`src/rtl/errmon_pkg.sv`:
```
// Shared definitions for the CPU error monitor: error bit indices, fatal mask, FSM states.
package errmon_pkg;

  localparam int ERR_ZERO = 0;
  localparam int ERR_NUM  = 1;
  localparam int ERR_ADDR = 2;
  localparam int ERR_MIS  = 3;

  localparam logic [3:0] FATAL_MASK = 4'b1100;

  typedef enum logic {
    ST_RUN  = 1'b0,
    ST_HALT = 1'b1
  } state_e;

  function automatic logic is_fatal(input logic [3:0] code);
    return |(code & FATAL_MASK);
  endfunction

endpackage

```
`src/rtl/errmon_fifo.sv`:
```
// First-word-fall-through FIFO with registered pointers, occupancy count and sticky drop flag.
module errmon_fifo #(
  parameter int WIDTH = 8,
  parameter int DEPTH = 8
) (
  input  logic             clk_i,
  input  logic             rst_i,
  input  logic             push_i,
  input  logic [WIDTH-1:0] data_i,
  input  logic             ready_i,
  output logic             valid_o,
  output logic [WIDTH-1:0] data_o,
  output logic             ovf_o
);

  localparam int AW = $clog2(DEPTH);
  localparam int CW = $clog2(DEPTH + 1);

  logic [WIDTH-1:0] mem_q [DEPTH];
  logic [AW-1:0]    wr_ptr_q, rd_ptr_q;
  logic [CW-1:0]    count_q;
  logic             ovf_q;

  logic valid, full, pop, wr_en, drop;

  assign valid = (count_q != '0);
  assign full  = (count_q == CW'(DEPTH));
  assign pop   = valid & ready_i;
  // A pop on the same edge frees the slot, so a full FIFO still accepts the push.
  assign wr_en = push_i & (~full | pop);
  assign drop  = push_i & full & ~pop;

  // NOTE: sequential state uses non-blocking assignments so every register samples pre-edge values.
  always_ff @(posedge clk_i or posedge rst_i) begin
    if (rst_i) begin
      wr_ptr_q <= '0;
      rd_ptr_q <= '0;
      count_q  <= '0;
      ovf_q    <= 1'b0;
    end else begin
      if (wr_en) wr_ptr_q <= wr_ptr_q + AW'(1);
      if (pop)   rd_ptr_q <= rd_ptr_q + AW'(1);
      case ({wr_en, pop})
        2'b10:   count_q <= count_q + CW'(1);
        2'b01:   count_q <= count_q - CW'(1);
        default: count_q <= count_q;
      endcase
      if (drop) ovf_q <= 1'b1;
    end
  end

  // NOTE: storage has no reset; the zeroed count hides stale entries and data_o is gated by valid.
  always_ff @(posedge clk_i) begin
    if (wr_en) mem_q[wr_ptr_q] <= data_i;
  end

  assign valid_o = valid;
  assign data_o  = valid ? mem_q[rd_ptr_q] : '0;
  assign ovf_o   = ovf_q;

endmodule

```
`src/rtl/cpu_error_monitor.sv`:
```
// Sticky error flags, saturating cycle counter and registered halt for the single-cycle CPU.
// Optional time-stamped error log FIFO enabled by defining ERRMON_LOG_EN.
module cpu_error_monitor
  import errmon_pkg::*;
#(
  parameter int CYC_W     = 32,
  parameter int LOG_DEPTH = 8
) (
  input  logic              clk_i,
  input  logic              rst_i,
  input  logic              err_zero_i,
  input  logic              err_num_i,
  input  logic              addr_ovf_i,
  input  logic              misalign_i,
  input  logic [31:0]       pc_i,
  output logic              halt_o,
  output logic [31:0]       halt_pc_o,
  output logic [3:0]        err_flags_o,
  output logic [CYC_W-1:0]  cycle_cnt_o,
  output logic              log_valid_o,
  input  logic              log_ready_i,
  output logic [CYC_W+35:0] log_data_o,
  output logic              log_ovf_o
);

  logic [3:0]       code;
  state_e           state_q, state_d;
  logic [CYC_W-1:0] cnt_q, cnt_d;
  logic [3:0]       flags_q, flags_d;
  logic [31:0]      halt_pc_q, halt_pc_d;
  logic             push;

  assign code[ERR_ZERO] = err_zero_i;
  assign code[ERR_NUM]  = err_num_i;
  assign code[ERR_ADDR] = addr_ovf_i;
  assign code[ERR_MIS]  = misalign_i;

  // NOTE: every output of this block gets a default first, so no path can infer a latch.
  always_comb begin
    state_d   = state_q;
    cnt_d     = cnt_q;
    flags_d   = flags_q;
    halt_pc_d = halt_pc_q;
    push      = 1'b0;
    case (state_q)
      ST_RUN: begin
        if (cnt_q != '1) cnt_d = cnt_q + CYC_W'(1);
        flags_d = flags_q | code;
        push    = |code;
        if (is_fatal(code)) begin
          state_d   = ST_HALT;
          halt_pc_d = pc_i;
        end
      end
      default: ;  // HALT is terminal until reset; everything stays frozen
    endcase
  end

  always_ff @(posedge clk_i or posedge rst_i) begin
    if (rst_i) begin
      state_q   <= ST_RUN;
      cnt_q     <= '0;
      flags_q   <= '0;
      halt_pc_q <= '0;
    end else begin
      state_q   <= state_d;
      cnt_q     <= cnt_d;
      flags_q   <= flags_d;
      halt_pc_q <= halt_pc_d;
    end
  end

  assign halt_o      = (state_q == ST_HALT);
  assign halt_pc_o   = halt_pc_q;
  assign err_flags_o = flags_q;
  assign cycle_cnt_o = cnt_q;

`ifdef ERRMON_LOG_EN
  // Timestamp is the pre-increment count, so the first cycle after reset logs 0.
  errmon_fifo #(
    .WIDTH (CYC_W + 36),
    .DEPTH (LOG_DEPTH)
  ) u_log (
    .clk_i   (clk_i),
    .rst_i   (rst_i),
    .push_i  (push),
    .data_i  ({cnt_q, pc_i, code}),
    .ready_i (log_ready_i),
    .valid_o (log_valid_o),
    .data_o  (log_data_o),
    .ovf_o   (log_ovf_o)
  );
`else
  logic [1:0]                   unused_log;
  logic [$clog2(LOG_DEPTH)-1:0] unused_depth;

  assign unused_log   = {log_ready_i, push};
  assign unused_depth = '0;
  assign log_valid_o  = 1'b0;
  assign log_data_o   = '0;
  assign log_ovf_o    = 1'b0;
`endif

endmodule

```
`config.mk`:
```
export PLATFORM = sky130hd
export DESIGN_NAME = cpu_error_monitor
export DESIGN_NICKNAME = d
export VERILOG_FILES = /design/src/rtl/errmon_pkg.sv /design/src/rtl/errmon_fifo.sv /design/src/rtl/cpu_error_monitor.sv
export SDC_FILE = /design/constraint.sdc
export NUM_CORES = 1
export LEC_CHECK = 0
export BUFFER_PORTS_ARGS = -buffer_cell sky130_fd_sc_hd__buf_4
export CORE_MARGIN = 3
export CORE_UTILIZATION = 49
export DETAILED_ROUTE_END_ITERATION = 6
export GPL_TIMING_DRIVEN = 1
export PLACE_DENSITY_LB_ADDON = 0.1
export SLEW_MARGIN = 30
export SYNTH_ARGS = -nofsm -noshare
export SYNTH_HDL_FRONTEND = slang
export SYNTH_SLANG_ARGS = --single-unit
```
`constraint.sdc`:
```
create_clock -name clk_i -period 3.1 [get_ports clk_i]
set_input_delay 0.465 -clock clk_i [delete_from_list [all_inputs] [get_ports clk_i]]
set_output_delay 0.465 -clock clk_i [all_outputs]
set_load 0.005 [all_outputs]
```
==> results of run 1 <==
[cell usage after synthesis (all sizes together)]
library cell | n | area (um2)
buf | 72 | 542
dfrtp | 69 | 1730
mux2 | 33 | 372
xor2 | 24 | 210
nor2 | 15 | 58.8
nor3 | 15 | 75.1
nand2 | 13 | 48.8
nand3 | 9 | 45.0
nand4 | 7 | 43.8
nor4 | 7 | 58.8
inv | 5 | 18.8
a21o | 4 | 30.0
clkbuf | 4 | 15.0
nand2b | 4 | 25.0
nor3b | 4 | 30.0
and2 | 3 | 18.8
o21ai | 3 | 15.0
xnor2 | 3 | 26.3
and3 | 2 | 12.5
and4 | 2 | 17.5
a21oi | 1 | 5.00
a31oi | 1 | 6.26
conb | 1 | 3.75
ha | 1 | 12.5
nand3b | 1 | 7.51
nor4b | 1 | 8.76
or3 | 1 | 6.26
or3b | 1 | 8.76
or4 | 1 | 7.51
[power by group through the flow]
stage	registers, W	logic [W]	clock network (W)
floorplan	0.000959	0.000118	0
global placement	0.000956	0.000143	0
detailed placement	0.000958	0.000146	0
CTS	0.000940	0.000146	0.000728
global route	0.000943	0.000162	0.000765
finish	0.000940	0.000145	0.000707
[kinds of logic (layout without fill, tap and decap cells)]
family / after synthesis / count (layout)
flops: 69 / 69
mux: 33 / 33
xor+xnor: 27 / 27
compound gates: 9 / 9
fa+ha+maj: 1 / 1
buf+inv: 81 / 133
simple gates: 86 / 86
other cells: 1 / 70
[registers in the layout, summed over array words and instances (netlist names)]
name / cells
err_flags_o: 4
halt_o: 1
halt_pc_o: 32
cycle_cnt_o: 32
[stage by stage]
step           setup slack (ns)  std cells
2_1_floorplan             0.895        376
3_3_place_gp              0.945        505
3_5_place_dp              0.891        505
4_1_cts                   0.865        521
5_1_grt                   0.561        521
6_report                  0.899        521
[final cells by class]
| type | count | share of cell area, % |
|---|---|---|
| clock buffers | 9 | 2.87 |
| clock inverters | 7 | 1.53 |
| inverters | 5 | 0.463 |
| multi-input cells | 226 | 32.8 |
| flip-flops and latches | 69 | 39.9 |
| well taps | 93 | 2.69 |
| repair buffers | 112 | 19.7 |
[per-layer routing]
metal,track usage [%],wire length [um]
met1,20.8,2780
met3,8.01,770
met4,8.42,117
met5,0,0
met2,28.3,3410
[worst min path at each step]
stage / cells past startpoint / startpoint / slack (ns) / endpoint
global placement: 1 / err_flags_o[3]$_DFFE_PP0N_ / 0.44 / err_flags_o[3]$_DFFE_PP0N_
CTS: 2 / err_num_i / 0.31 / err_flags_o[1]$_DFFE_PP0N_
floorplan: 1 / err_flags_o[0]$_DFFE_PP0N_ / 0.45 / err_flags_o[0]$_DFFE_PP0N_
finish: 2 / rst_i / 0.25 / halt_pc_o[28]$_DFFE_PP0P_
global route: 2 / rst_i / 0.31 / halt_pc_o[8]$_DFFE_PP0P_
detailed placement: 1 / err_flags_o[1]$_DFFE_PP0N_ / 0.45 / err_flags_o[1]$_DFFE_PP0N_
[critical path, cell delays in order (launching register included)]
cell	delay, ns
dfrtp_1	0.41
ha_1	0.20
nand2b_1	0.14
nor4_1	0.43
nand2b_1	0.33
nor4b_1	0.44
xor2_1	0.18
==> run summary, run 1 <==
Crit path launch: cycle_cnt_o[1]$_DFFE_PP0P_
Leading cell type in the layout, fill and taps excluded: buf_4
Number of remaining DRC errors: 0
Total power: 0.00179 W
Largest family of logic cells by synthesized area: buffers and inverters
N_diodes: 0
Fin crit period: 2.20 ns
Die area: 8100 um2
Initial antenna violation count: 0
Routed Antenna Nets: 0
Seq pwr share: 52.5%
Initial DRC count: 79
Fin. Hold Viols: 0
Vias in the first global route: 2382
Net switching power: 0.000421 W
Worst reg-to-reg setup slack: 0.90 ns
Relative slew slack: 47.5%
Status: complete, no violations
Netlist cell types: 34
Area growth syn-to-layout: 25.1%
DRT Pass-1 Iters: 4
Via-to-Cell Ratio: 4.63
Core ar.: 6600 um2
Worst-path maximum fanout: 9
Compound-Gate Fraction of Synth Area: 1.63%
Critical path class: flip-flop to flip-flop
Clk pwr share: 39.4%
Root buf cell: clkbuf_8
Clock sink total: 69
CTS tree: yes
Setup TNS: 0 ns
Placed cell area: 4130 um2
Switching Fraction: 23.5%
Cells after synthesis: 307
CP endpoint kind: flip-flop
Final wirelength: 7080 um
Starting density of the core: 52.3%
HP Class: input pin to asynchronous set/reset pin
Worst Max-Slew Pin Slew: 0.787 ns
Largest net degree at the start of global routing: 47
F_max: 454 MHz
CP Launch Type: flip-flop
Die W: 90.0 um
Tcrit/Tclk final: 71.0%
Layout cell share with drive strength beyond 1: 38.6%
Setup Fix Bufs, Post-CTS: 0
Total CTS buffers: 9
XOR/XNOR Fraction of Synth Area: 6.84%
Fin Hold WS: 0.251 ns
Power Density: 415 nW/um2
Max IR drop VDD: 0.509 mV
Comb power frac: 8.1%
Simple-Gate Fraction of Synth Area: 13.7%
Buffers on Ports: 106
Post-CTS Resized: 0
Hold Buf Count CTS: 0
Maxcap violations: 0
Setup violators final: 0
Filler Cells Inserted: 535
RR Endpoint: cycle_cnt_o[28]$_DFFE_PP0P_
Critical path data arrival time: 2.46 ns
Core Util, Final: 65.5%
Clk buf depth: 2
Worst clock skew: 0.00580 ns
Syn avg cell area: 11.3 um2
Placement Rows: 29
Post-Synthesis Cell Area: 3460 um2
Synth Warn #: 0
Clock transition at path regs: 0.07 ns
Nets: 463
Register area: 1730 um2
Clock latency on the worst-skew pair: 0.33 ns
Most frequent cells in the layout: buf_4 (111), conb_1 (70), dfrtp_1 (69), mux2_2 (33), xor2_1 (24)
Worst r2r src: cycle_cnt_o[1]$_DFFE_PP0P_
Adder-Cell Fraction of Synth Area: 0.362%
Ports: 178
Routability cong.: 0.786
Vias: 2411
Seq cells post-synth: 69
H-tree depth: 3
Pleak: 2.43 nW
Seq/Total Area, Yosys: 50.0%
Total grt overflow: 0
GRT Util Overall: 17.9%
Data required time of the critical path: 3.36 ns
Slew Limit Fails: 0
Die Y-Extent: 90.0 um
Worst setup path endpoint: cycle_cnt_o[28]$_DFFE_PP0P_
Worst-case reg-to-reg path depth: 6
First-pass GRT wire length: 11600 um
WL per Instance: 13.6 um
RSZ-0062 raised after global routing: false
Multi-input logic area: 1420 um2
Final instance area: 4320 um2
DP HPWL: 5350 um
Pint: 0.00137 W
Mux share of post-synthesis cell area: 10.8%
Note: power is estimated with default switching activity, not from simulation.
==> run 2: changes to the inputs <==
--- a/config.mk
+++ b/config.mk
@@ -7,7 +7,7 @@
 export LEC_CHECK = 0
 export BUFFER_PORTS_ARGS = -buffer_cell sky130_fd_sc_hd__buf_4
 export CORE_MARGIN = 3
-export CORE_UTILIZATION = 49
+export CORE_UTILIZATION = 41
 export DETAILED_ROUTE_END_ITERATION = 6
 export GPL_TIMING_DRIVEN = 1
 export PLACE_DENSITY_LB_ADDON = 0.1
==> constraint.sdc (replaced) <==
create_clock -name clk_i -period 2 [get_ports clk_i]
set_input_delay 0.3 -clock clk_i [delete_from_list [all_inputs] [get_ports clk_i]]
set_output_delay 0.3 -clock clk_i [all_outputs]
set_load 0.005 [all_outputs]
==> run 2 against run 1 <==
  * Design area rose by 7.5%
  * Total power rose by 60%
  * Core utilization fell by 7.1 points
==> run summary, run 2 (synthesis results as in run 1) <==
Final instance area: 4650 um2 (+7.5%)
Setup Fix Bufs, Post-CTS: 0 (unchanged)
Most crowded layer after global routing: met2
Vias in the first global route: 2580 (+8.3%)
DP HPWL: 5740 um (+7.2%)
Core ar.: 7970 um2 (+21%)
Die area: 9570 um2 (+18%)
Clk buf depth: 2 (unchanged)
Total grt overflow: 0 (unchanged)
Critical path class: flip-flop to flip-flop
Clock transition at path regs: 0.08 ns (about the same)
Seq pwr share: 50.7% (-1.8 points)
Die Y-Extent: 97.8 um (+8.7%)
RSZ-0062 raised after global routing: false
Maxcap violations: 0 (unchanged)
Worst clock skew: 0.0107 ns (+0.00486 ns)
Starting density of the core: 43.4% (-9.0 points)
Met2 GRT Util: 24.6% (-3.7 points)
Initial DRC count: 45 (-43%)
Final WS setup: 0.0957 ns (-0.804 ns)
Total power: 0.00287 W (+60%)
Vias: 2518 (+4.4%)
Met3 Use GR: 6.29% (-1.7 points)
CTS tree: yes
Ports: 178 (unchanged)
Comb power frac: 8.0% (about the same)
CP Launch Type: flip-flop
Routability cong.: 0.826 (+5.1%)
Fin. Hold Viols: 0 (unchanged)
Layout cell share with drive strength beyond 1: 43.4% (+4.9 points)
Hold Buf Count CTS: 0 (unchanged)
Placed cell area: 4440 um2 (+7.4%)
Status: complete, no violations
Power Density: 618 nW/um2 (+49%)
DRT Pass-1 Iters: 4 (unchanged)
Fin crit period: 1.90 ns (-0.296 ns)
Buffers on Ports: 106 (unchanged)
Initial antenna violation count: 0 (unchanged)
Relative slew slack: 57.5% (+10 points)
GRT Util Overall: 15.5% (-2.4 points)
Largest net degree at the start of global routing: 33 (-30%)
Grt met1 use: 18.7% (-2.1 points)
N_diodes: 0 (unchanged)
Routed Antenna Nets: 0 (unchanged)
WL per Instance: 13.1 um (-3.2%)
Place WS: 0.0403 ns (-0.851 ns)
Worst-path maximum fanout: 6 (-3)
Setup violators final: 0 (unchanged)
Final wirelength: 7430 um (+4.9%)
Placement Rows: 32 (+10%)
Fin Hold WS: 0.0443 ns (-0.206 ns)
Pleak: 2.63 nW (+7.9%)
Clk pwr share: 41.3% (+1.9 points)
HP Class: input pin to asynchronous set/reset pin
F_max: 525 MHz (+16%)
Leading cell type in the layout, fill and taps excluded: buf_4
CP endpoint kind: flip-flop
Data required time of the critical path: 2.21 ns (-1.15 ns)
Clock sink total: 69 (unchanged)
Placed Instances: 549 (+8.7%)
First-pass GRT wire length: 12000 um (+3.7%)
Number of remaining DRC errors: 0 (unchanged)
Tcrit/Tclk final: 95.2% (+24 points)
Net switching power: 0.000668 W (+59%)
H-tree depth: 3 (unchanged)
Max IR drop VDD: 0.404 mV (-21%)
Critical path data arrival time: 2.12 ns (-0.34 ns)
Total CTS buffers: 9 (unchanged)
Post-CTS Resized: 0 (unchanged)
Worst Max-Slew Pin Slew: 0.636 ns (-0.150 ns)
Die W: 97.8 um (+8.7%)
Pint: 0.00221 W (+61%)
Switching Fraction: 23.2% (-0.23 points)
Root buf cell: clkbuf_8
Most frequent cells in the layout: buf_4 (144), conb_1 (70), dfrtp_1 (69), mux2_2 (33), xor2_1 (24)
Nets: 498 (+7.6%)
Clock latency on the worst-skew pair: 0.34 ns (about the same)
Area growth syn-to-layout: 34.5%
Finished Layout Cells: 565 (+8.4%)
Slew Limit Fails: 0 (unchanged)
Via-to-Cell Ratio: 4.46 (-3.7%)
[run 2: cell count changes in the layout (fill, tap and decap cells not counted), sizes merged]
cell and delta:
clkinvlp +2, clkinv -4, buf +35, clkbuf +2
[run 2: final timing paths]
| kind | start | to | slack (ns) | cells past startpoint |
|---|---|---|---|---|
| min | rst_i | halt_pc_o[27]$_DFFE_PP0P_ | 0.04 | 2 |
| max in group asynchronous | rst_i | err_flags_o[1]$_DFFE_PP0N_ | 1.44 | 3 |
| min in group clk_i | err_num_i | err_flags_o[1]$_DFFE_PP0N_ | 0.17 | 2 |
| max | cycle_cnt_o[4]$_DFFE_PP0P_ | cycle_cnt_o[29]$_DFFE_PP0P_ | 0.1 | 6 |
| max reg2reg | cycle_cnt_o[4]$_DFFE_PP0P_ | cycle_cnt_o[29]$_DFFE_PP0P_ | 0.1 | 6 |
| min reg2reg | err_flags_o[1]$_DFFE_PP0N_ | err_flags_o[1]$_DFFE_PP0N_ | 0.47 | 1 |
[run 2: routing by layer]
metal | share of wire (%) | vias up
li1 | - | 1198
met2 | 48 | 106
met5 | 0 | -
met1 | 40 | 1206
met3 | 11 | 8
met4 | 1.2 | 0
[run 2: worst max-delay path, cell delays in order, from the launching register on]
cell and delay, ns:
dfrtp_1 0.37, nand4_1 0.14, or4_4 0.52, nor4_4 0.33, buf_4 0.22, nor4_1 0.06, xor2_1 0.14
[run 2: cell type report]
class / count / area [um2]
well taps: 102 / 128
clock buffers: 11 / 151
fillers: 728 / 3320
inverters: 5 / 22.5
flip-flops and latches: 69 / 1730
clock inverters: 5 / 58.8
repair buffers: 147 / 1140
multi-input cells: 226 / 1420
[run 2: power groups by stage]
stage	clock network [W]	logic, W	registers [W]
after global placement	0	0.000230	0.00148
after global routing	0.00130	0.000260	0.00146
after floorplan	0	0.000183	0.00149
after detailed placement	0	0.000233	0.00148
after CTS	0.00124	0.000233	0.00146
final	0.00119	0.000230	0.00146
[run 2: through the flow]
stage / TNS (ns) / utilization, %
final: 0 / 58.3
after global routing: 0 / 58.3
after CTS: 0 / 58.3
after detailed placement: 0 / 55.7
after global placement: 0 / 55.7
after floorplan: -0.450 / -
